<file path="src/rtl/bin_truth_table_sweeper.sv">
// bin_truth_table_sweeper: drives every input vector into a combinational circuit,
// waits SETTLE cycles, captures io_out and streams (vector, result) records.
module bin_truth_table_sweeper #(
    parameter int IN_W   = 2,
    parameter int OUT_W  = 2,
    parameter int SETTLE = 1
) (
    input  logic             clk,
    input  logic             rst,
    input  logic             start,
    output logic             busy,
    output logic             done,
    output logic [IN_W-1:0]  dut_in,
    input  logic [OUT_W-1:0] dut_out,
    output logic             rec_valid,
    input  logic             rec_ready,
    output logic [IN_W-1:0]  rec_vec,
    output logic [OUT_W-1:0] rec_result,
    output logic             rec_last
);
    typedef enum logic [1:0] {S_IDLE, S_DRIVE, S_EMIT, S_DONE} state_t;
    localparam logic [IN_W-1:0] LAST_VEC = '1;
    localparam logic [7:0] RELOAD = 8'(SETTLE - 1);
    state_t r_state;
    state_t w_next;
    logic [7:0] r_cnt;
    logic [IN_W-1:0] r_dut_in;
    logic [IN_W-1:0] r_vec;
    logic [OUT_W-1:0] r_result;
    logic r_last;
    logic r_valid;
    logic r_busy;
    logic r_done;
    logic w_launch;
    logic w_capture;
    logic w_step;
    always_ff @(posedge clk) begin
        r_state <= rst ? S_IDLE : w_next;
    end
    always_comb begin
        w_next = (r_state == S_IDLE)  ? (start ? S_DRIVE : S_IDLE) :
                 (r_state == S_DRIVE) ? ((r_cnt == '0) ? S_EMIT : S_DRIVE) :
                 (r_state == S_EMIT)  ? (rec_ready ? (r_last ? S_DONE : S_DRIVE) : S_EMIT) :
                                        S_IDLE;
    end
    always_comb begin
        w_launch  = (r_state == S_IDLE) && start;
        w_capture = (r_state == S_DRIVE) && (r_cnt == '0);
        w_step    = (r_state == S_EMIT) && rec_ready && !r_last;
    end
    // Status flags are registered from the next state so they line up with r_state.
    always_ff @(posedge clk) begin
        if (rst) begin
            r_cnt    <= '0;
            r_dut_in <= '0;
            r_vec    <= '0;
            r_result <= '0;
            r_last   <= 1'b0;
            r_valid  <= 1'b0;
            r_busy   <= 1'b0;
            r_done   <= 1'b0;
        end else begin
            r_busy  <= (w_next == S_DRIVE) || (w_next == S_EMIT);
            r_done  <= w_next == S_DONE;
            r_valid <= w_next == S_EMIT;
            if (w_launch) begin
                r_dut_in <= '0;
                r_cnt    <= RELOAD;
            end else if (w_step) begin
                r_dut_in <= r_dut_in + 1'b1;
                r_cnt    <= RELOAD;
            end else if (r_state == S_DRIVE) begin
                r_cnt <= r_cnt - 1'b1;
            end
            if (w_capture) begin
                r_vec    <= r_dut_in;
                r_result <= dut_out;
                r_last   <= r_dut_in == LAST_VEC;
            end
        end
    end
    assign busy       = r_busy;
    assign done       = r_done;
    assign dut_in     = r_dut_in;
    assign rec_valid  = r_valid;
    assign rec_vec    = r_vec;
    assign rec_result = r_result;
    assign rec_last   = r_last;
endmodule

</file>
<file path="config.mk">
export PLATFORM = sky130hd
export DESIGN_NAME = bin_truth_table_sweeper
export DESIGN_NICKNAME = d
export VERILOG_FILES = /design/src/rtl/bin_truth_table_sweeper.sv
export SDC_FILE = /design/constraint.sdc
export NUM_CORES = 1
export LEC_CHECK = 0
export ABC_AREA = 1
export BUFFER_PORTS_ARGS = -buffer_cell sky130_fd_sc_hd__buf_2
export CORE_MARGIN = 1
export CORE_UTILIZATION = 30
export CTS_BUF_LIST = sky130_fd_sc_hd__clkbuf_8
export DETAILED_ROUTE_END_ITERATION = 8
export HOLD_SLACK_MARGIN = 0.12
export SETUP_SLACK_MARGIN = 0.1
export SLEW_MARGIN = 10
export SYNTH_ARGS = -nofsm -noshare
export SYNTH_HDL_FRONTEND = slang
export SYNTH_SLANG_ARGS = --single-unit
</file>
<file path="constraint.sdc">
create_clock -name clk -period 3.91 [get_ports clk]
set_input_delay 0.391 -clock clk [delete_from_list [all_inputs] [get_ports clk]]
set_output_delay 0.391 -clock clk [all_outputs]
set_load 0.02 [all_outputs]
</file>
==> reports/metrics.yaml <==
sta:
  fmax_ghz: 0.585
  rsz0062_at_grt: "no"
  hold_slack_ns: 0.360
  slew_violations: 0
  fin_crit_sh_pct: 43.8
  worstMarginPinSlew_ns: 0.471
  skew_ns: 0.00368
  relSlewSlack_pct: 68.6
  setup_viol: 0
  hold_viol_final: 0
  finalCriticalPeriod_ns: 1.71
  timing.setup.tns_ns: 0
synth:
  synth_warnings: 0
  ys_async_sr_fraction_pct: 0
  seq_area_frac_synth_pct: 40.6
  synth_area_sq_um: 986
  synthFlopType: "dfxtp_1"
  yosysTopAreaCell: "dfxtp_1"
  synth.most_common_cell: "nand2_1"
  ys_ff_latch: 20
  synth_edf_count: 0
  synthTopCellsByArea: "dfxtp_1, nand2_1, nor2_1"
  synth.net_count: 148
  synth_cells: 137
  synth.cells.most_frequent: "nand2_1, nor2_1, dfxtp_1, inv_1"
  avgSynthCellArea_sq_um: 7.20
  synth_cell_types: 18
  yosys.area.top_type_share_pct: 40.6
critical_path:
  cp_slowest_cell: "nor2_2"
  crit_chain: "inv_1 > ha_1 > nand2_1 > nor2_2 > nor2_1 > nor2_2 > inv_1 > ha_1 > inv_1 > nor2_1"
  cp_common_cell: "inv_1"
  required_ns: 4.06
  crit_type: "reg -> reg"
  crit_family: "simple AND/OR/NAND/NOR gates"
  cp_max_fo: 12
  path_buf_inv: 3
  cpPeakStageDelay_ns: 0.39
  startpoint: "r_cnt[0]"
  cp-end-kind: "flip-flop"
  r2r-start: "r_cnt[0]"
  cp_data_arrival_time_ns: 1.86
  crit_path_start_kind: "flip-flop"
placement:
  hpwl_um: 1500
  place.gp.congestion: 0.753
  place.port_buffers: 15
floorplanning:
  die_height_um: 59.3
  dieArea_sq_um: 3520
  core_area_sq_um: 3080
  ioPinCount: 16
  num_rows: 20
  start_util_pct: 32.0
  chipWidth_um: 59.3
pwr:
  total_power_mw: 0.707
  p_per_area_nw_per_um2: 612
  ir_drop_uv: 243
  leakage_nw: 0.547
drt:
  num_vias: 846
  drt-pass1-iter-count: 4
  drtAntennaViolNets: 0
  wl_per_cell_um: 9.23
  drtIter0Drc: 11
  drc: 0
  viasPerCell: 4.27
  routed_wirelength_um: 1830
clock_network:
  cts_max_level: 1
  postCtsSetupRepairBufs: 0
  cts_resized: 0
  clkTransAtPathRegs_ns: 0.07
  clock_path_buffers: 2
  clkLatencyLatePin_ns: 0.25
  cts-root-buf: "clkbuf_8"
  cts_made_buffers: 3
  ctsHoldBuffers: 0
  numClockSinks: 20
  tritoncts: "yes"
grt:
  grt_start_max_net_pins: 14
  grt_pass1_vias: 810
  antenna_found_initial: 0
  grt-ovfl-total: 0
  grtUsageTotal_pct: 11.7
  grt_pass1_wl_um: 3180
cells_and_area:
  finalNetCount: 166
  area_delta_synth_final_pct: 17.1
  fillers: 327
  diodes: 0
  drive_above_1_share_pct: 22.7
run:
  cap_violations: 0
min_path:
  min-delay-start: "rst"
  hp-class: "in -> reg"
status:
  status: "complete, no violations"
final cells by class:
type                    instances  area (sq um)  share of cell area (%)
multi-input cells              92           483                    41.8
repair buffers                 15          75.1                    6.50
flip-flops and latches         20           400                    34.7
well taps                      44          55.1                    4.77
inverters                      23          86.3                    7.48
clock buffers                   4          55.1                    4.77
stage by stage:
stage                     instance area, sq um  setup slack, ns  utilization, %  std cells
after floorplan                            986             2.56               -        137
after global placement                    1100             2.28            35.7        194
after detailed placement                  1100             2.20            35.7        194
after CTS                                 1150             2.19            37.5        198
after global routing                      1150             2.06            37.5        198
final                                     1150             2.20            37.5        198
where the power goes:
group	total, mW	switching, mW	internal (mW)	leakage [nW]
Combinational	0.280	0.186	0.0936	0.355
Sequential	0.272	0.0275	0.245	0.163
Clock	0.155	0.0654	0.0894	0.0288
routing by layer:
metal / wire length [um] / vias up / GRT usage (%)
met1: 831 / 378 / 13.7
met3: 43 / 2 / 1.97
li1: - / 456 / -
met4: 6 / 0 / 3.40
met5: 0 / - / 0
met2: 946 / 10 / 21.5
logic make-up (layout without fill, tap and decap cells):
family / Yosys count / after routing / share of synthesized area [%]
AND/OR/NAND/NOR: 72 / 72 / 33.6
AO/OA/AOI/OAI: 15 / 15 / 9.01
buffers and inverters: 25 / 42 / 10.4
adder cells (fa/ha/maj): 5 / 5 / 6.35
flip-flops: 20 / 20 / 40.6
flip-flops by register name, indices dropped and copies added (netlist names):
register / cells
rec_valid: 1
r_state: 2
done: 1
dut_in: 2
rec_vec: 2
busy: 1
r_cnt: 8
rec_result: 2
rec_last: 1
path summary, 6_finish.rpt:
| path | endpoint | slack (ns) | depth (start not counted) |
|---|---|---|---|
| worst max register to register | done | 2.20 | 10 |
| worst min-delay path | r_state[1] | 0.36 | 2 |
| worst max-delay path | done | 2.20 | 10 |
| worst min register to register | rec_vec[0] | 0.49 | 2 |
cells in the final DEF, fill, tap and decap left out, drive strengths merged:
| cell | count |
|---|---|
| nand2 | 29 |
| a21oi | 12 |
| and2 | 1 |
| buf | 15 |
| dfxtp | 20 |
| nand3 | 11 |
| ha | 5 |
| inv | 23 |
| clkbuf | 4 |
| o21a | 1 |
| o21ai | 2 |
| nor2 | 31 |
Note: power is estimated with default switching activity, not from simulation.
